===== src/rtl/bp_fe_bht_gshare.sv =====
// Gshare branch history table: registered lookup hashed with speculative global history,
// post-reset clear sweep, saturating-counter training and history restore on redirect.
module bp_fe_bht_gshare #(
   parameter int bht_idx_width_p = 9,
   parameter int ghist_width_p   = 8,
   parameter int ctr_width_p     = 2
) (
   input  logic                       clk_i,
   input  logic                       reset_n_i,
   input  logic                       en_i,
   output logic                       init_done_o,
   input  logic                       r_v_i,
   input  logic [bht_idx_width_p-1:0] r_idx_i,
   output logic                       predict_v_o,
   output logic                       predict_taken_o,
   output logic [bht_idx_width_p-1:0] predict_idx_o,
   output logic [ghist_width_p-1:0]   predict_ghist_o,
   input  logic                       spec_v_i,
   input  logic                       spec_taken_i,
   input  logic                       restore_v_i,
   input  logic [ghist_width_p-1:0]   restore_ghist_i,
   input  logic                       w_v_i,
   input  logic [bht_idx_width_p-1:0] w_idx_i,
   input  logic                       w_taken_i
);

   localparam int entries_lp = 2 ** bht_idx_width_p;
   localparam logic [ctr_width_p-1:0] ctr_wnt_lp  = {1'b0, {(ctr_width_p-1){1'b1}}};
   localparam logic [ctr_width_p-1:0] ctr_max_lp  = {ctr_width_p{1'b1}};
   localparam logic [ctr_width_p-1:0] ctr_zero_lp = {ctr_width_p{1'b0}};
   localparam logic [ctr_width_p-1:0] ctr_one_lp  = {{(ctr_width_p-1){1'b0}}, 1'b1};
   localparam logic [bht_idx_width_p-1:0] ptr_last_lp = {bht_idx_width_p{1'b1}};
   localparam logic [bht_idx_width_p-1:0] ptr_one_lp  = {{(bht_idx_width_p-1){1'b0}}, 1'b1};

   typedef enum logic [0:0] {
      ST_CLEAR = 1'b0,
      ST_READY = 1'b1
   } state_e;

   // Saturating up/down counter step.
   function automatic logic [ctr_width_p-1:0] ctr_next(input logic [ctr_width_p-1:0] ctr,
                                                       input logic                   taken);
      logic [ctr_width_p-1:0] res;
      if (taken) begin
         res = (ctr == ctr_max_lp) ? ctr : ctr + ctr_one_lp;
      end else begin
         res = (ctr == ctr_zero_lp) ? ctr : ctr - ctr_one_lp;
      end
      return res;
   endfunction

   logic [ctr_width_p-1:0]     mem_r [entries_lp];
   state_e                     state_r, state_n;
   logic [bht_idx_width_p-1:0] clr_ptr_r, clr_ptr_n;
   logic                       clr_we_s;
   logic                       done_set_s;
   logic                       init_done_r;
   logic [ghist_width_p-1:0]   ghist_r;
   logic [ghist_width_p-1:0]   ghist_shift_s;
   logic [bht_idx_width_p-1:0] ghist_ext_s;
   logic [bht_idx_width_p-1:0] hash_s;
   logic                       ready_s;
   logic                       rd_acc_s;
   logic                       wr_acc_s;
   logic                       predict_v_r;
   logic                       predict_taken_r;
   logic [bht_idx_width_p-1:0] predict_idx_r;
   logic [ghist_width_p-1:0]   predict_ghist_r;

   assign ready_s  = (state_r == ST_READY);
   assign rd_acc_s = en_i & ready_s & r_v_i;
   assign wr_acc_s = en_i & ready_s & w_v_i;

   if (ghist_width_p == 1) begin : g_ghist_one
      assign ghist_shift_s = spec_taken_i;
   end else begin : g_ghist_multi
      assign ghist_shift_s = {ghist_r[ghist_width_p-2:0], spec_taken_i};
   end

   // History is zero-extended and aligned to the index LSBs before hashing.
   always_comb begin
      ghist_ext_s = {bht_idx_width_p{1'b0}};
      ghist_ext_s[ghist_width_p-1:0] = ghist_r;
      hash_s = r_idx_i ^ ghist_ext_s;
   end

   // Clear-sweep FSM next-state logic; READY is terminal until reset.
   always_comb begin
      state_n    = state_r;
      clr_ptr_n  = clr_ptr_r;
      clr_we_s   = 1'b0;
      done_set_s = 1'b0;
      case (state_r)
         ST_CLEAR: begin
            if (en_i) begin
               clr_we_s  = 1'b1;
               clr_ptr_n = clr_ptr_r + ptr_one_lp;
               if (clr_ptr_r == ptr_last_lp) begin
                  state_n    = ST_READY;
                  done_set_s = 1'b1;
               end else begin
                  state_n = ST_CLEAR;
               end
            end else begin
               clr_ptr_n = clr_ptr_r;
            end
         end
         ST_READY: begin
            state_n = ST_READY;
         end
         default: begin
            state_n = ST_CLEAR;
         end
      endcase
   end

   // FSM state, clear pointer and completion flag.
   always_ff @(posedge clk_i or negedge reset_n_i) begin
      if (!reset_n_i) begin
         state_r     <= ST_CLEAR;
         clr_ptr_r   <= {bht_idx_width_p{1'b0}};
         init_done_r <= 1'b0;
      end else begin
         state_r   <= state_n;
         clr_ptr_r <= clr_ptr_n;
         if (done_set_s) begin
            init_done_r <= 1'b1;
         end
      end
   end

   // Counter table: the sweep owns the write port in CLEAR, training owns it in READY.
   always_ff @(posedge clk_i) begin
      if (clr_we_s) begin
         mem_r[clr_ptr_r] <= ctr_wnt_lp;
      end else if (wr_acc_s) begin
         mem_r[w_idx_i] <= ctr_next(mem_r[w_idx_i], w_taken_i);
      end
   end

   // Speculative global history; a restore wins over a same-cycle speculative shift.
   always_ff @(posedge clk_i or negedge reset_n_i) begin
      if (!reset_n_i) begin
         ghist_r <= {ghist_width_p{1'b0}};
      end else if (en_i && ready_s) begin
         if (restore_v_i) begin
            ghist_r <= restore_ghist_i;
         end else if (spec_v_i) begin
            ghist_r <= ghist_shift_s;
         end
      end
   end

   // Registered prediction; the table read sees the value before any same-edge training.
   always_ff @(posedge clk_i or negedge reset_n_i) begin
      if (!reset_n_i) begin
         predict_v_r     <= 1'b0;
         predict_taken_r <= 1'b0;
         predict_idx_r   <= {bht_idx_width_p{1'b0}};
         predict_ghist_r <= {ghist_width_p{1'b0}};
      end else if (en_i) begin
         predict_v_r <= rd_acc_s;
         if (rd_acc_s) begin
            predict_taken_r <= mem_r[hash_s][ctr_width_p-1];
            predict_idx_r   <= hash_s;
            predict_ghist_r <= ghist_r;
         end
      end
   end

   assign init_done_o     = init_done_r;
   assign predict_v_o     = predict_v_r;
   assign predict_taken_o = predict_taken_r;
   assign predict_idx_o   = predict_idx_r;
   assign predict_ghist_o = predict_ghist_r;

endmodule

===== config.mk =====
export PLATFORM = sky130hd
export DESIGN_NAME = bp_fe_bht_gshare
export DESIGN_NICKNAME = d
export VERILOG_FILES = /design/src/rtl/bp_fe_bht_gshare.sv
export SDC_FILE = /design/constraint.sdc
export NUM_CORES = 2
export LEC_CHECK = 0
export BUFFER_PORTS_ARGS = -buffer_cell sky130_fd_sc_hd__clkbuf_2
export CORE_ASPECT_RATIO = 0.6
export CORE_UTILIZATION = 60
export DETAILED_ROUTE_END_ITERATION = 10
export PLACE_DENSITY_LB_ADDON = 0.08
export SETUP_SLACK_MARGIN = 0.4
export SYNTH_ARGS = -nofsm -noshare
export SYNTH_HDL_FRONTEND = slang
export SYNTH_SLANG_ARGS = --single-unit

===== constraint.sdc =====
create_clock -name clk_i -period 34.5 [get_ports clk_i]
set_input_delay 6.9 -clock clk_i [delete_from_list [all_inputs] [get_ports clk_i]]
set_output_delay 6.9 -clock clk_i [all_outputs]
set_load 0.03 [all_outputs]

==> metrics.md <==
| Metric | Value |
|---|---|
| Status | `finished clean` |
| Final WL | `138 mm` |
| Die width | `~370 um` |
| Least-Margin Pin Slew | `around 1400 ps` |
| Hold_buf cts | `0` |
| Syn avg cell area | `roughly 16 um2` |
| # port buffers | `54` |
| Post-synthesis sequential area ratio | `65.5%` |
| Combinational Power Share | `11.0%` |
| CTS resizes | `0` |
| Vias/cell | `7.19` |
| Power Total | `2.85 mW` |
| Setup violators final | `0` |
| Post-synth top area share | `63.5%` |
| Total core area | `0.0797 mm2` |
| CTS tree | `yes` |
| Setup Skew | `21.4 ps` |
| Clock share of power | `39.0%` |
| Drt first pass iters | `7` |
| Initial core utilization | `60.7%` |
| Vias in the first global route | `29400` |
| Net Count, Synth | `3090` |
| Final count of hold timing violations | `0` |
| Top_reg_cell synth | `edfxtp_1` |
| Sw frac | `25.9%` |
| Seq cells post-synth | `1062` |
| Initial DRC Count | `4440` |
| Post-CTS Setup Bufs | `0` |
| Synth-to-Final Area Change | `8.59%` |
| Clk root buf | `clkbuf_16` |
| CTS H-Tree Depth | `3` |
| CP required | `34800 ps` |
| Via count | `29900` |
| # diodes | `0` |
| Most common library cells after synthesis | `edfxtp_1 (1024), nor2_1 (558), mux2i_1 (267)` |
| Initial antenna violation count | `1` |
| Post-synth top area cell | `edfxtp_1` |
| CP Max Fanout | `277` |
| Post-synth EDFFs | `between 1000 and 1500` |
| Psw | `736 uW` |
| DRC violations left | `0` |
| Largest net degree at the start of global routing | `287` |
| Share of cells above drive strength 1 | `18.1%` |
| Row cnt | `80` |
| Sink Count | `1062` |
| Full die area | `0.0818 mm2` |
| Bufs on Longest Clock Path | `3` |
| Max VDD drop | `0.0464 mV` |
| Total grt overflow | `0` |
| CP Data Arrival Time | `15350 ps` |
| Post-detail-place hpwl | `80.2 mm` |
| Critical path endpoint category | `register` |
| GRT Resource Usage Total | `34.1%` |
| Clk slew on worst S/H paths | `60 ps` |
| Drt wl/cell | `33.2 um` |
| Post-Synthesis Cells | `3053` |
| Count leader, synth | `edfxtp_1` |
| Fin nets | `3048` |
| Async S/R FF share, synth | `3.58%` |
| GP Congestion | `between 0.8 and 0.9` |
| LEAKAGE | `17.6 nW` |
| Slew Limit Fails | `0` |
| Relative slew slack | `3.70%` |
| Power density cells | `54.2 mW/mm2` |
| Max-Cap Viols | `0` |
| Fmax | `between 60 and 70 MHz` |
| Setup TNS | `0 ps` |
| Die Ht | `222 um` |
| P_int | `2.11 mW` |
| Nature of the critical path startpoint | `input pin` |
| Yosys cell types | `74` |
| Ranking of synthesized cells by area | `edfxtp_1 (64%), mux4_2 (12%), mux2i_1 (5.5%), nor2_1 (4.3%), o221ai_1 (2.1%)` |
| Worst min path class | `register to register` |
| RSZ-0062 raised after global routing | `no` |
| Total CTS buffers | `96` |
| Later-pin clock latency in the skew report | `710 ps` |
| Yosys warns | `0` |
| Post-route ant nets | `0` |
| Crit path time final | `15040 ps` |
| Sequential share of power | `roughly half` |
| Final Cycle Share | `43.6%` |
| Synthesized area | `0.0484 mm2` |
| Top-Level Pins | `between 50 and 60` |
| Setup CP Type | `input pin to register` |
| First-pass GRT wire length | `201 mm` |
==> path summary, 6_finish.rpt <==
kind / startpoint / to / slack, ps / cells past startpoint
setup / recovery: w_idx_i[0] / mem_r[420][1]$_DFFE_PP_ / 19460 / 15
min in group asynchronous: reset_n_i / ghist_r[5]$_DFFE_PN0P_ / 6410 / 1
max in group asynchronous: reset_n_i / clr_ptr_r[4]$_DFFE_PN0P_ / 27400 / 1
hold / removal: init_done_o$_DFFE_PN0P_ / init_done_o$_DFFE_PN0P_ / 460 / 1
hold reg to reg: init_done_o$_DFFE_PN0P_ / init_done_o$_DFFE_PN0P_ / 460 / 1
setup reg to reg: mem_r[269][1]$_DFFE_PP_ / mem_r[420][1]$_DFFE_PP_ / 28170 / 11
==> state kept, by name, summed over array words and instances (netlist names) <==
register         count
init_done_o          1
ready_s              1
predict_taken_o      1
predict_v_o          1
ghist_r              8
predict_ghist_o      8
clr_ptr_r            9
mem_r             1024
predict_idx_o        9
==> layout by cell type, fill, tap and decap left out, types with 11 or more instances in the layout <==
cell,count
clkbuf_2,51
o21ai_0,57
mux4_1,24
buf_4,49
a211oi_1,20
nor4_1,16
bufinv_16,11
clkbuf_1,22
edfxtp_1,1024
mux2_2,17
clkinv_2,14
clkinv_1,19
dfrtp_1,38
nor3_1,43
nor2_1,557
mux2i_1,267
clkbuf_16,102
nand2_1,93
mux4_2,257
nand3_1,19
o22ai_1,33
o221ai_1,117
a21oi_1,46
==> per-stage QoR <==
step | cell area (um2) | std cells | hold slack [ps] | setup slack [ps] | utilization [%]
after floorplan | 48400 | 3053 | 488 | 8950 | -
final | 52500 | 4155 | 463 | 19460 | 66.0
after CTS | 52500 | 4155 | 465 | 19650 | 66.0
after global placement | 49400 | 3979 | 442 | 19120 | 62.0
after detailed placement | 49400 | 3979 | 447 | 18920 | 62.0
after global routing | 52500 | 4155 | 472 | 19040 | 66.0
==> cell families after synthesis <==
group	after synthesis	share of synthesized area, %
DFF	1062	65.5
and+or+nand+nor	804	6.87
muxes	569	19.3
AOI/OAI and AO/OA	344	5.10
buffers and inverters	254	2.79
xor gates and xnor gates	18	0.341
adders and majority gates	2	0.0517
==> power by group through the flow <==
| stage | Sequential [mW] | Clock (mW) | Combinational [mW] |
|---|---|---|---|
| after global placement | 1.45 | 0 | 0.301 |
| final | 1.42 | 1.11 | 0.314 |
| after global routing | 1.42 | 1.16 | 0.321 |
| after floorplan | 1.45 | 0 | 0.178 |
| after detailed placement | 1.45 | 0 | 0.305 |
| after CTS | 1.42 | 1.11 | 0.306 |
==> metal layers <==
metal  GRT usage [%]  vias to the layer above  routed length [um]
met5               0                        -                  13
met3            10.2                      248               19200
li1                -                    12100                   -
met2            49.0                     2234               60800
met1            50.8                    15300               54200
met4            10.2                        2                3820
==> layout make-up <==
cell class / instances / area, um2
Clock inverter: 50 / 524
Timing Repair Buffer: 106 / 729
Sequential cell: 1062 / 31700
Inverter: 8 / 30.0
Fill cell: 5494 / 27100
Multi-Input combinational cell: 1737 / 15600
Clock buffer: 126 / 2660
Tap cell: 1066 / 1330
==> worst max-delay path: stages <==
cell and delay [ps]:
buf_8 650, buf_4 950, buf_4 790, buf_4 860, mux2i_1 180, o221ai_1 270, o22ai_1 130, a2111oi_0 420
a31oi_1 210, nor4_1 640, or4_1 240, o21ai_0 170, o22ai_4 470, buf_4 1050, buf_12 700
Note: power is estimated with default switching activity, not from simulation.
